==> src/rtl/ajc_cnvz_status_cond_unit_v_pkg.sv <==
// Shared flag layout and branch condition codes for the status/condition unit and sequencer.
package ajc_cnvz_status_cond_unit_v_pkg;

    // Bit positions of the CNVZ flags inside SR and Flags_In
    localparam int FLAG_C = 3;
    localparam int FLAG_N = 2;
    localparam int FLAG_V = 1;
    localparam int FLAG_Z = 0;

    // Branch condition codes (Cond_Sel)
    localparam logic [3:0] COND_EQ = 4'h0;
    localparam logic [3:0] COND_NE = 4'h1;
    localparam logic [3:0] COND_CS = 4'h2;
    localparam logic [3:0] COND_CC = 4'h3;
    localparam logic [3:0] COND_MI = 4'h4;
    localparam logic [3:0] COND_PL = 4'h5;
    localparam logic [3:0] COND_VS = 4'h6;
    localparam logic [3:0] COND_VC = 4'h7;
    localparam logic [3:0] COND_HI = 4'h8;
    localparam logic [3:0] COND_LS = 4'h9;
    localparam logic [3:0] COND_GE = 4'hA;
    localparam logic [3:0] COND_LT = 4'hB;
    localparam logic [3:0] COND_GT = 4'hC;
    localparam logic [3:0] COND_LE = 4'hD;
    localparam logic [3:0] COND_AL = 4'hE;
    localparam logic [3:0] COND_NV = 4'hF;

    // Masked flag update: bits with mask set take the new value, others keep the old one
    function automatic logic [3:0] masked_write(input logic [3:0] old_sr,
                                                input logic [3:0] new_flags,
                                                input logic [3:0] mask);
        return (new_flags & mask) | (old_sr & ~mask);
    endfunction

endpackage

==> src/rtl/ajc_cnvz_cond_eval_v.sv <==
// Combinational branch condition evaluator: (SR, Cond_Sel) -> taken.
module ajc_cnvz_cond_eval_v
    import ajc_cnvz_status_cond_unit_v_pkg::*;
(
    input  logic [3:0] sr_i,
    input  logic [3:0] cond_sel_i,
    output logic       taken_o
);

    logic c, n, v, z;

    assign c = sr_i[FLAG_C];
    assign n = sr_i[FLAG_N];
    assign v = sr_i[FLAG_V];
    assign z = sr_i[FLAG_Z];

    // Decode the condition code into a single taken bit
    always_comb begin
        taken_o = 1'b0;
        case (cond_sel_i)
            COND_EQ: taken_o = z;
            COND_NE: taken_o = ~z;
            COND_CS: taken_o = c;
            COND_CC: taken_o = ~c;
            COND_MI: taken_o = n;
            COND_PL: taken_o = ~n;
            COND_VS: taken_o = v;
            COND_VC: taken_o = ~v;
            COND_HI: taken_o = c & ~z;
            COND_LS: taken_o = ~c | z;
            COND_GE: taken_o = ~(n ^ v);
            COND_LT: taken_o = n ^ v;
            COND_GT: taken_o = ~z & ~(n ^ v);
            COND_LE: taken_o = z | (n ^ v);
            COND_AL: taken_o = 1'b1;
            COND_NV: taken_o = 1'b0;
            default: taken_o = 1'b0;
        endcase
    end

endmodule

==> src/rtl/ajc_cnvz_status_cond_unit_v.sv <==
// Status register with masked CNVZ capture, flag save/restore stack and registered
// branch condition evaluation (forwarded from the next SR value).
module ajc_cnvz_status_cond_unit_v
    import ajc_cnvz_status_cond_unit_v_pkg::*;
#(
    parameter int STACK_DEPTH = 2,
    parameter int DW          = $clog2(STACK_DEPTH + 1)
) (
    input  logic          Clock,
    input  logic          Reset,
    input  logic [3:0]    Flags_In,
    input  logic [3:0]    Flag_Mask,
    input  logic          Flag_WE,
    input  logic          Flag_Save,
    input  logic          Flag_Restore,
    input  logic          Br_Req,
    input  logic [3:0]    Cond_Sel,
    output logic          Br_Valid,
    output logic          Br_Taken,
    output logic [3:0]    SR_Out,
    output logic [DW-1:0] Stack_Depth,
    output logic          Stack_Err
);

    localparam logic [DW-1:0] FULL_DEPTH = DW'(STACK_DEPTH);

    logic [3:0]    sr_q, sr_d;
    logic [3:0]    stack_q [STACK_DEPTH];
    logic [3:0]    stack_d [STACK_DEPTH];
    logic [DW-1:0] depth_q, depth_d;
    logic          err_q, err_d;
    logic          br_valid_q, br_taken_q, br_taken_d;

    logic          save_only, restore_only, conflict;
    logic          full, empty, push, pop;
    logic [3:0]    top_sr;
    logic          taken_next;

    assign save_only    = Flag_Save & ~Flag_Restore;
    assign restore_only = Flag_Restore & ~Flag_Save;
    assign conflict     = Flag_Save & Flag_Restore;
    assign full         = (depth_q == FULL_DEPTH);
    assign empty        = (depth_q == '0);
    assign push         = save_only & ~full;
    assign pop          = restore_only & ~empty;

    // Select the occupied top-of-stack entry; only consumed when the stack is non-empty
    always_comb begin
        top_sr = 4'h0;
        for (int i = 0; i < STACK_DEPTH; i++) begin
            if (i == int'(depth_q) - 1) top_sr = stack_q[i];
        end
    end

    // Next-state: restore beats write beats hold; push captures the pre-write SR
    always_comb begin
        sr_d    = sr_q;
        depth_d = depth_q;
        err_d   = err_q | conflict | (save_only & full) | (restore_only & empty);
        for (int i = 0; i < STACK_DEPTH; i++) stack_d[i] = stack_q[i];

        if (pop) begin
            sr_d    = top_sr;
            depth_d = depth_q - DW'(1);
        end else if (Flag_WE) begin
            sr_d = masked_write(sr_q, Flags_In, Flag_Mask);
        end

        if (push) begin
            for (int i = 0; i < STACK_DEPTH; i++) begin
                if (i == int'(depth_q)) stack_d[i] = sr_q;
            end
            depth_d = depth_q + DW'(1);
        end
    end

    ajc_cnvz_cond_eval_v u_cond_eval (
        .sr_i       (sr_d),
        .cond_sel_i (Cond_Sel),
        .taken_o    (taken_next)
    );

    // Taken result is held between requests
    assign br_taken_d = Br_Req ? taken_next : br_taken_q;

    // State registers, all cleared by the asynchronous reset
    always_ff @(posedge Clock or posedge Reset) begin
        if (Reset) begin
            sr_q       <= 4'h0;
            depth_q    <= '0;
            err_q      <= 1'b0;
            br_valid_q <= 1'b0;
            br_taken_q <= 1'b0;
            for (int i = 0; i < STACK_DEPTH; i++) stack_q[i] <= 4'h0;
        end else begin
            sr_q       <= sr_d;
            depth_q    <= depth_d;
            err_q      <= err_d;
            br_valid_q <= Br_Req;
            br_taken_q <= br_taken_d;
            for (int i = 0; i < STACK_DEPTH; i++) stack_q[i] <= stack_d[i];
        end
    end

    assign SR_Out      = sr_q;
    assign Stack_Depth = depth_q;
    assign Stack_Err   = err_q;
    assign Br_Valid    = br_valid_q;
    assign Br_Taken    = br_taken_q;

endmodule

==> config.mk <==
export PLATFORM = sky130hd
export DESIGN_NAME = ajc_cnvz_status_cond_unit_v
export DESIGN_NICKNAME = d
export VERILOG_FILES = /design/src/rtl/ajc_cnvz_status_cond_unit_v_pkg.sv /design/src/rtl/ajc_cnvz_cond_eval_v.sv /design/src/rtl/ajc_cnvz_status_cond_unit_v.sv
export SDC_FILE = /design/constraint.sdc
export NUM_CORES = 1
export LEC_CHECK = 0
export ABC_AREA = 1
export CORE_UTILIZATION = 55
export DETAILED_ROUTE_END_ITERATION = 6
export DONT_BUFFER_PORTS = 1
export PLACE_DENSITY_LB_ADDON = 0.25
export SLEW_MARGIN = 20
export SYNTH_ARGS = -nofsm -noshare
export SYNTH_HDL_FRONTEND = slang
export SYNTH_HIERARCHICAL = 1
export SYNTH_SLANG_ARGS = --single-unit
==> constraint.sdc <==
create_clock -name Clock -period 2.6 [get_ports Clock]
set_input_delay 0.52 -clock Clock [delete_from_list [all_inputs] [get_ports Clock]]
set_output_delay 0.52 -clock Clock [all_outputs]
set_load 0.03 [all_outputs]
---- Word-level counts from Yosys, hierarchy flattened ----
Index checks and enable logic that the tools add are counted.
Widths: inputs -> output; s select.
word-level totals
  bits in registers ....................... 17
  bits of input ports ..................... 18
  word-level logic and storage cells ...... 70
operators by class
  add/sub/neg operators ................... 3
  eq/ne operators ......................... 18
  multiplexer cells ....................... 7
  bitwise logic cells ..................... 28
  reductions and logical operators ........ 7
operators with widths
  kind                 count
  $eq 4x4->1 const B   8
  $logic_not 32->1     1
  $eq 4x3->1 const B   4
  $mux 4               4
  $pmux 1 s16          1
  $and 1x1->1          9
  $not 1->1            9
  $and 4x4->4          2
  $eq 4x2->1 const B   2
  $or 1x1->1           5
  $eq 4x1->1 const B   1
  $logic_not 2->1      2
  $logic_not 4->1      1
  $mux 2               2
  $not 4->4            1
  $or 4x4->4           1
  $reduce_and 2->1     2
  $eq 2x3->1 const A   1
  $sub 2x1->3 const B  1
  $add 2x1->2 const B  1
  $eq 2x2->1 const A   1
  $eq 2x2->1 const B   1
  $reduce_bool 2->1    1
  $sub 2x1->2 const B  1
  $xor 1x1->1          1

---- Longest topological paths before layout ----
Gate-level depths: netlist of run 1.
  word-level depth ........................ 9
  mapped depth ............................ 17
  gate-level depth less buffers ........... 16

---- Hierarchy ----
The synthesis of run 1 kept the hierarchy.
by module, submodules not included
  module                       instances  cells an instance  area an instance (um^2)  sequential area each (um^2)
  ajc_cnvz_status_cond_unit_v  1          109                867.1                    425.4
  ajc_cnvz_cond_eval_v         1          45                 205.2                    0.0

---- Least setup slack after synthesis of run 1 ----
No wires, ideal clock.
  path type ............................... register to register
  start point ............................. register depth_q[0] (netlist: Stack_Depth[0])
  end point ............................... register br_taken_q (netlist: Br_Taken)
  library setup time ...................... 125 ps
  arrival ................................. 1912 ps
  path slack .............................. 563 ps
  stages on the path, launching flop included .. 17
  period minus slack after synthesis ...... 2037 ps
  path through ............................ dfrtp_1 > inv_2 > nand2_1 > nand2_2 > inv_2 > nand2_1 > nand2_1 > inv_2 > nand2_1 > nand2_1 > nand3_1 > nand2_1 > nand2_1 > nand3_1 > nand2_1 > nand3_2 > mux2_2
between the ends
  cells in the longest elaborated chain, start to end .. 9
  elaborated cells between the ends (all ways) .. 20
  classes of those cells .................. add/sub: 1; eq/ne: 1; mux: 4; bitwise: 12; reduce/logical: 2
ends and longest elaborated chain
  item                      RTL line                                                RTL
  start: declaration        ajc_cnvz_status_cond_unit_v.sv:30                       logic [DW-1:0] depth_q, depth_d;
  start signal: assignment  ajc_cnvz_status_cond_unit_v.sv:97                       depth_q <= depth_d;
  $sub 2x1->3               ajc_cnvz_status_cond_unit_v.sv:51                       if (i == int'(depth_q) - 1) top_sr = stack_q[i];
  $logic_not 32->1          ajc_cnvz_status_cond_unit_v.sv:51
  $mux 4 (2 in series)      ajc_cnvz_status_cond_unit_v.sv:51
  $mux 4 (*)                ajc_cnvz_status_cond_unit_v.sv:62                       if (pop) begin
  net sr_d[1]               ajc_cnvz_status_cond_unit_v.sv:27                       logic [3:0] sr_q, sr_d;
  $xor 1x1->1               --
  $not 1->1                 ajc_cnvz_cond_eval_v.sv:31, ajc_cnvz_cond_eval_v.sv:33
  $and 1x1->1               ajc_cnvz_cond_eval_v.sv:33                              COND_GT: taken_o = ~z & ~(n ^ v);
  $pmux 1 s16 (*)           ajc_cnvz_cond_eval_v.sv:20                              case (cond_sel_i)
  net taken_next            ajc_cnvz_status_cond_unit_v.sv:37                       logic taken_next;
  end signal: assignment    ajc_cnvz_status_cond_unit_v.sv:100                      br_taken_q <= br_taken_d;
  end: declaration          ajc_cnvz_status_cond_unit_v.sv:32                       logic br_valid_q, br_taken_q, br_taken_d;
Mark *: on every way through the listed nets, which the timed path passes. The rest lies on a longest branch.
A chain may end at the register's enable or synchronous reset.

---- Final worst setup path of run 1 ----
Ends and elaborated chain as after synthesis.

==> results of run 1 <==
==> per-stage QoR <==
stage	cells	power, mW	utilization	hold slack (ns)
floorplan	154	0.909	-	0.446
global route	182	1.23	0.629	0.228
CTS	182	1.13	0.629	0.213
global placement	178	0.976	0.615	0.467
finish	182	1.13	0.629	0.184
detailed placement	178	0.993	0.615	0.470
==> flip-flops by register name (all words and copies together) (netlist names) <==
| register | count |
|---|---|
| Stack_Depth | 2 |
| Stack_Err | 1 |
| SR_Out | 4 |
| stack_q | 8 |
| Br_Valid | 1 |
| Br_Taken | 1 |
==> synthesized netlist by cell type <==
| master | n | area (sq um) |
|---|---|---|
| a21oi_1 | 1 | 5.00 |
| o211ai_1 | 2 | 15.0 |
| nor2_4 | 2 | 22.5 |
| nor2_2 | 3 | 18.8 |
| inv_1 | 15 | 56.3 |
| nand3_1 | 18 | 90.1 |
| mux2_2 | 1 | 11.3 |
| o21ai_2 | 4 | 35.0 |
| buf_1 | 1 | 3.75 |
| nand2_1 | 62 | 233 |
| inv_2 | 4 | 15.0 |
| o21ai_1 | 3 | 15.0 |
| nor2_1 | 7 | 26.3 |
| dfrtp_1 | 17 | 425 |
| nand2_4 | 1 | 11.3 |
| nand2_2 | 2 | 12.5 |
| nand3_2 | 1 | 10.0 |
| nand3b_1 | 4 | 30.0 |
| o21ai_0 | 5 | 25.0 |
| buf_6 | 1 | 11.3 |
==> per-layer routing <==
layer / global-route usage / vias up / part of all wire
met5: 0 / - / 0
met1: 0.272 / 446 / 0.43
met3: 0.0510 / 5 / 0.049
li1: - / 495 / -
met2: 0.397 / 22 / 0.50
met4: 0.100 / 0 / 0.019
==> logic make-up (layout without fill, tap and decap cells) <==
| kind of cell | count (synthesis) | count (layout) | synth area share |
|---|---|---|---|
| AND/OR/NAND/NOR | 100 | 100 | 0.424 |
| buffers and inverters | 21 | 24 | 0.0805 |
| flip-flops | 17 | 17 | 0.397 |
| AO/OA/AOI/OAI | 15 | 15 | 0.0887 |
| multiplexers | 1 | 1 | 0.0105 |
==> power groups by stage <==
stage | clock network (mW) | registers [mW] | logic [mW]
after floorplan | 0 | 0.519 | 0.390
after global placement | 0 | 0.539 | 0.437
after detailed placement | 0 | 0.540 | 0.453
after CTS | 0.143 | 0.535 | 0.454
after global routing | 0.157 | 0.548 | 0.522
final | 0.140 | 0.535 | 0.454
==> how the worst max path moves through the flow <==
stage | endpoint | start | slack (ns)
2_1_floorplan | Br_Taken | Stack_Depth[0] | 0.56
3_3_place_gp | Br_Taken | Stack_Depth[0] | 0.34
3_5_place_dp | Br_Taken | Stack_Depth[0] | 0.31
4_1_cts | Br_Taken | Stack_Depth[0] | 0.29
5_1_grt | Br_Taken | Stack_Depth[0] | 0.02
6_report | Br_Taken | Stack_Depth[0] | 0.29
==> worst max-delay path, stage by stage, from the launching register on <==
cell and delay (ns):
dfrtp_1 0.62, inv_2 0.17, nand2_1 0.12, nand2_2 0.13, inv_2 0.11, nand2_1 0.05, nand2_1 0.17, inv_2 0.06
nand2_1 0.09, nand3_1 0.07, nand2_1 0.09, nand2_1 0.06, nand2_1 0.05, nand3_1 0.06, nand2_1 0.07, nand3_2 0.05
mux2_2 0.25
==> area by class of cell <==
class / count / area [sq um] / area share
clock buffers: 4 / 26.3 / 0.0234
inverters: 19 / 71.3 / 0.0635
multi-input cells: 116 / 561 / 0.499
flip-flops and latches: 17 / 425 / 0.379
well taps: 25 / 31.3 / 0.0279
repair buffers: 1 / 7.51 / 0.00669
==> flow_summary_export.csv, run 1 <==
group,metric,value,unit
status,status,"completed",
timing,fin_skew,0.00246,ns
cells_and_area,area_growth,4.67,%
cells_and_area,nets,176,
cells_and_area,stdcell_area,0.00112,sq mm
clocking,clkSinkCount,17,
setup_path,cp-start-kind,"register",
detailed_routing,drt_wl_total,2110,um
logic_synthesis,synth_area,0.00107,sq mm
setup_path,crit_arrival,2.49,ns
worst_hold_path,hold_class,"input pin to asynchronous set/reset pin",
setup_path,end_kind,"register",
setup_path,worst-r2r-setup-slack,0.29,ns
clocking,cts-resized-gates,0,
detailed_routing,drt-pass1-iter-count,5,
timing,finalMaxSlewViolations,0,
clocking,clk_latency,0.29,ns
timing,rsz0062_at_grt,"no",
timing,hold_viol,0,
cells_and_area,n_fill_cell,170,
clocking,cts_tree,"built",
floorplan,die_h,46.2,um
logic_synthesis,yosys_warnings,6,
setup_path,crit_path_max_fanout,8,
placed_design,dpl_cell_area,0.00110,sq mm
power_and_ir_drop,p_clk_frac,0.124,
logic_synthesis,synth_cell_types,20,
global_route,antenna_found_initial,0,
setup_path,rr_startpoint,"Stack_Depth[0]",
clocking,post_cts_buffers,0,
detailed_routing,vias_per_cell,5.32,
setup_path,ff2ff_path_depth,16,
timing,relSlewSlack,0.579,
placed_design,portBuffers,0,
flow_run,timing.max_cap.violations,0,
detailed_routing,drtIter0Drc,37,
power_and_ir_drop,combPwrFrac,0.402,
timing,fin_ws,0.293,ns
floorplan,die_w,46.2,um
timing,post-route-min-period,2.31,ns
global_route,grt_pass1_vias,834,
floorplan,core-area,0.00178,sq mm
power_and_ir_drop,power.sequential.fraction,0.474,
timing,tightest_slew,0.631,ns
setup_path,timing.rr.end,"Br_Taken",
logic_synthesis,syn_nets,172,
floorplan,io_pins,27,
cells_and_area,diodes,0,
power_and_ir_drop,p_int,583,uW
logic_synthesis,synth-seq-cells,17,
logic_synthesis,synthCells,154,
power_and_ir_drop,peakVddDrop,592,uV
detailed_routing,num_vias,968,
detailed_routing,antenna_left,0,
clocking,cts_buffer_depth,2,
detailed_routing,drcViolationCount,0,
detailed_routing,wl_per_cell,11.6,um
clocking,holdBufCountCts,0,
placed_design,post-dp-hpwl,1690,um
clocking,htree_num_levels,1,
power_and_ir_drop,p_switching,546,uW
timing,fin_setup_tns,0,ns
cells_and_area,layout.cells.most_common,"nand2_1",
placed_design,dp_slack,0.313,ns
global_route,grt_overflow,0,
floorplan,die_area,0.00213,sq mm
cells_and_area,drive_gt1_frac,0.140,
global_route,grt_pass1_wl,3420,um
power_and_ir_drop,p_per_area,1010,mW/mm^2
clocking,cts_made_buffers,3,
timing,setup_viol,0,
logic_synthesis,ys_seq_area_frac,0.397,
power_and_ir_drop,power_leakage,0.612,nW
logic_synthesis,avgSynthCellArea,6.96,sq um
timing,period_share,0.887,
power_and_ir_drop,power.switching_fraction,0.484,
clocking,clk_pin_slew,0.09,ns
timing,fmax,0.433,GHz
placed_design,gp_congestion,0.766,
setup_path,cp.required,2.79,ns
floorplan,fp-row-count,15,
cells_and_area,layout_common_cells,"nand2_1 (62), nand3_1 (18), dfrtp_1 (17)",
global_route,grt_max_degree,18,
global_route,gr-usage-all-layers,0.230,
clocking,clock_tree.root_cell,"clkbuf_4",
floorplan,initial_utilization,0.601,
setup_path,worstSetupPathType,"register to register",
Note: power is estimated with default switching activity, not from simulation.
==> inputs of run 2 (changes only) <==
Settings changed: CORE_UTILIZATION 55 to 47.
==> flow_summary_export.csv, run 2 (synthesis gave the netlist of run 1 again) <==
group,metric,value,unit
placed_design,dp_slack,0.329,ns
placed_design,dpl_cell_area,0.00110,sq mm
floorplan,core-area,0.00206,sq mm
timing,post-route-min-period,2.31,ns
clocking,clk_latency,0.30,ns
global_route,antenna_found_initial,0,
timing,finalMaxSlewViolations,0,
cells_and_area,largest_reg_flops,8,
cells_and_area,max_flop_register,"stack_q",
cells_and_area,layout_common_cells,"nand2_1 (62), nand3_1 (18), dfrtp_1 (17)",
floorplan,io_pins,27,
timing,relSlewSlack,0.581,
setup_path,worstSetupPathType,"register to register",
timing,rsz0062_at_grt,"no",
placed_design,portBuffers,0,
floorplan,die_area,0.00248,sq mm
cells_and_area,stdcell_area,0.00112,sq mm
timing,tightest_slew,0.628,ns
detailed_routing,num_vias,949,
setup_path,crit_arrival,2.50,ns
worst_hold_path,hold_class,"input pin to asynchronous set/reset pin",
clocking,clk_pin_slew,0.09,ns
power_and_ir_drop,finalPower,1.13,mW
flow_run,timing.max_cap.violations,0,
timing,whs,0.180,ns
power_and_ir_drop,power_leakage,0.612,nW
setup_path,cp-start-kind,"register",
power_and_ir_drop,p_per_area,1000,mW/mm^2
global_route,grt_pass1_wl,3640,um
detailed_routing,drt-pass1-iter-count,4,
clocking,post_cts_buffers,0,
setup_path,crit_path_max_fanout,8,
setup_path,end_kind,"register",
detailed_routing,drtIter0Drc,20,
cells_and_area,drive_gt1_frac,0.140,
clocking,cts-resized-gates,0,
timing,fmax,0.434,GHz
global_route,grt_max_degree,18,
cells_and_area,nets,176,
global_route,gr-usage-all-layers,0.195,
placed_design,dp.cells,180,
timing,setup_viol,0,
clocking,cts_made_buffers,3,
timing,fin_skew,0.00170,ns
timing,period_share,0.887,
cells_and_area,final_util,0.546,
clocking,htree_num_levels,1,
global_route,grt_overflow,0,
clocking,clock_tree.root_cell,"clkbuf_4",
power_and_ir_drop,peakVddDrop,470,uV
clocking,cts_tree,"built",
floorplan,die_w,49.8,um
floorplan,fp-row-count,16,
timing,fin_ws,0.293,ns
detailed_routing,drt_wl_total,2190,um
cells_and_area,n_fill_cell,202,
cells_and_area,fin_cells,184,
timing,fin_setup_tns,0,ns
cells_and_area,diodes,0,
detailed_routing,vias_per_cell,5.16,
clocking,clkSinkCount,17,
status,status,"completed",
detailed_routing,wl_per_cell,11.9,um
floorplan,initial_utilization,0.520,
cells_and_area,area_growth,4.90,%
cells_and_area,layout.cells.most_common,"nand2_1",
detailed_routing,drcViolationCount,0,
placed_design,gp_congestion,0.821,
clocking,holdBufCountCts,0,
setup_path,cp.required,2.79,ns
placed_design,post-dp-hpwl,1740,um
global_route,grt_pass1_vias,895,
clocking,cts_buffer_depth,2,
floorplan,die_h,49.8,um
detailed_routing,antenna_left,0,
timing,hold_viol,0,
-- run 2: cell counts in the layout (fill, tap and decap cells not counted) --
No cell type changed its count.
-- run 2: where the power goes --
group	switching, mW	internal [mW]
Sequential	0.165	0.365
Clock	0.0806	0.0599
Combinational	0.300	0.158
-- run 2: worst max-delay path: stages, from the launching register on --
cell,delay (ns)
dfrtp_1,0.61
inv_2,0.16
nand2_1,0.12
nand2_2,0.12
inv_2,0.10
nand2_1,0.05
nand2_1,0.16
inv_2,0.05
nand2_1,0.08
nand2_1,0.09
nand3_1,0.08
nand2_1,0.06
nand2_1,0.07
nand3_1,0.08
nand2_1,0.07
nand3_2,0.05
mux2_2,0.25
-- run 2: layout make-up --
cell class / instances / area [sq um] / area share
Inverter: 19 / 71.3 / 0.0634
Clock buffer: 4 / 26.3 / 0.0234
Timing Repair Buffer: 1 / 7.51 / 0.00667
Tap cell: 27 / 33.8 / 0.0300
Sequential cell: 17 / 425 / 0.378
Multi-Input combinational cell: 116 / 561 / 0.498
-- run 2: worst paths after layout --
check                      slack, ns    endpoint      startpoint  cells past startpoint
min reg2reg                     0.49  stack_q[0]      stack_q[0]                      2
max in group asynchronous       2.02  stack_q[3]           Reset                      1
max                             0.29    Br_Taken  Stack_Depth[0]                     16
max reg2reg                     0.29    Br_Taken  Stack_Depth[0]                     16
min in group Clock              0.24    Br_Valid          Br_Req                      0
min                             0.18    Br_Taken           Reset                      1
-- run 2: routing by layer --
metal | global-route usage | part of all wire
met1 | 0.221 | 0.41
met5 | 0 | 0
met2 | 0.347 | 0.52
met3 | 0.0340 | 0.041
met4 | 0.100 | 0.025
==> inputs of run 3 (changes only) <==
--- a/config.mk
+++ b/config.mk
@@ -10,5 +10,5 @@
 export DETAILED_ROUTE_END_ITERATION = 6
 export DONT_BUFFER_PORTS = 1
-export PLACE_DENSITY_LB_ADDON = 0.25
+export PLACE_DENSITY = 0.69
 export SLEW_MARGIN = 20
 export SYNTH_ARGS = -nofsm -noshare
==> constraint.sdc (replaced) <==
create_clock -name Clock -period 2.6 [get_ports Clock]
set_input_delay 0.26 -clock Clock [delete_from_list [all_inputs] [get_ports Clock]]
set_output_delay 0.26 -clock Clock [all_outputs]
set_load 0.03 [all_outputs]
==> flow_summary_export.csv, run 3 (synthesis gave the netlist of run 1 again) <==
group,metric,value,unit
cells_and_area,fin_cells,186,
power_and_ir_drop,p_int,584,uW
global_route,grt_pass1_wl,3680,um
setup_path,cp_cell_sequence,"inv_2 -> nand2_1 -> nand2_2 -> inv_2 -> nand2_1 -> nand2_1 -> inv_2 -> nand2_1 -> nand2_1 -> nand3_1 -> nand2_1 -> nand2_1 -> nand3_1 -> nand2_1 -> nand3_2 -> mux2_2",
power_and_ir_drop,p_clk_frac,0.123,
detailed_routing,antenna_left,0,
floorplan,die_h,49.8,um
floorplan,die_area,0.00248,sq mm
timing,relSlewSlack,0.572,
power_and_ir_drop,finalPower,1.13,mW
setup_path,cpPeakStageDelay,0.62,ns
clocking,post_cts_buffers,0,
setup_path,worstSetupPathType,"register to register",
cells_and_area,final_util,0.555,
detailed_routing,drt_wl_total,2120,um
detailed_routing,wl_per_cell,11.4,um
power_and_ir_drop,peakVddDrop,688,uV
timing,fin_skew,0.0103,ns
worst_hold_path,hold_class,"input pin to register",
floorplan,io_pins,27,
placed_design,dp_slack,0.299,ns
setup_path,crit_top_cell,"nand2_1",
placed_design,portBuffers,0,
power_and_ir_drop,power.sequential.fraction,0.473,
global_route,antenna_found_initial,0,
clocking,htree_num_levels,1,
power_and_ir_drop,p_per_area,987,mW/mm^2
floorplan,die_w,49.8,um
setup_path,crit_path_max_fanout,8,
status,status,"completed",
placed_design,dpl_cell_area,0.00110,sq mm
detailed_routing,drcViolationCount,0,
clocking,cts_made_buffers,3,
detailed_routing,num_vias,948,
cells_and_area,layout.cells.most_common,"nand2_1",
timing,finalMaxSlewViolations,0,
clocking,clkSinkCount,17,
power_and_ir_drop,power_leakage,0.620,nW
clocking,clock_tree.root_cell,"clkbuf_4",
clocking,cts_buffer_depth,2,
timing,tightest_slew,0.641,ns
cells_and_area,layout_common_cells,"nand2_1 (62), nand3_1 (18), dfrtp_1 (17)",
global_route,grt_pass1_vias,887,
setup_path,ff2ff_path_depth,16,
setup_path,crit_arrival,2.49,ns
placed_design,post-dp-hpwl,1660,um
timing,rsz0062_at_grt,"no",
placed_design,dp.cells,180,
detailed_routing,drtIter0Drc,25,
detailed_routing,vias_per_cell,5.10,
timing,fin_ws,0.291,ns
cells_and_area,n_fill_cell,219,
timing,period_share,0.888,
worst_hold_path,holdPathStages,1,
timing,post-route-min-period,2.31,ns
flow_run,timing.max_cap.violations,0,
setup_path,cp-start-kind,"register",
setup_path,slowest_stage,"dfrtp_1",
floorplan,core-area,0.00206,sq mm
power_and_ir_drop,power.switching_fraction,0.483,
cells_and_area,drive_gt1_frac,0.138,
placed_design,gp_congestion,0.944,
global_route,gr-usage-all-layers,0.194,
global_route,grt_max_degree,18,
timing,hold_viol,0,
setup_path,end_kind,"register",
cells_and_area,stdcell_area,0.00114,sq mm
cells_and_area,area_growth,6.77,%
power_and_ir_drop,p_switching,546,uW
cells_and_area,max_flop_register,"stack_q",
cells_and_area,diodes,0,
power_and_ir_drop,combPwrFrac,0.404,
setup_path,cp.required,2.78,ns
cells_and_area,nets,178,
cells_and_area,largest_reg_flops,8,
clocking,clk_pin_slew,0.10,ns
detailed_routing,drt-pass1-iter-count,4,
floorplan,initial_utilization,0.520,
clocking,cts_tree,"built",
clocking,clk_latency,0.28,ns
timing,fin_setup_tns,0,ns
timing,whs,0.130,ns
timing,setup_viol,0,
timing,fmax,0.433,GHz
global_route,grt_overflow,0,
floorplan,fp-row-count,16,
run 3: power groups by stage:
stage	registers, mW	logic (mW)	clock network, mW
6_report	0.535	0.457	0.139
5_1_grt	0.549	0.529	0.160
4_1_cts	0.537	0.457	0.143
3_5_place_dp	0.542	0.452	0
3_3_place_gp	0.540	0.445	0
2_1_floorplan	0.519	0.390	0
run 3: what timing repair did:
item,4_1_cts,5_1_grt
resized for setup,0,0
hold buffers,2,0
endpoints found under the hold margin,18,0
run 3: path summary, 6_finish.rpt:
kind,startpoint,endpoint,slack [ns]
setup reg to reg,Stack_Depth[0],Br_Taken,0.29
setup / recovery,Stack_Depth[0],Br_Taken,0.29
hold reg to reg,stack_q[1],stack_q[1],0.49
max in group asynchronous,Reset,Stack_Depth[0],1.69
min in group asynchronous,Reset,Br_Valid,0.49
hold / removal,Br_Req,Br_Taken,0.13
run 3: worst max-delay path, delay by kind of cell, from the launching register on:
| kind | cells | cell delay, ns |
|---|---|---|
| simple gates | 12 | 1.01 |
| flops | 1 | 0.62 |
| buf+inv | 3 | 0.32 |
| mux | 1 | 0.26 |
run 3: layout make-up:
type / instances / area, sq um / area share
clock buffers: 4 / 26.3 / 0.0230
inverters: 19 / 71.3 / 0.0623
multi-input cells: 116 / 561 / 0.490
flip-flops and latches: 17 / 425 / 0.372
well taps: 27 / 33.8 / 0.0295
repair buffers: 3 / 27.5 / 0.0240
run 3: metal layers:
| layer | routed length [um] | part of all wire | track usage |
|---|---|---|---|
| met5 | 0 | 0 | 0 |
| met4 | 15 | 0.0071 | 0.0476 |
| met3 | 146 | 0.069 | 0.0525 |
| met2 | 920 | 0.43 | 0.315 |
| met1 | 1030 | 0.49 | 0.255 |
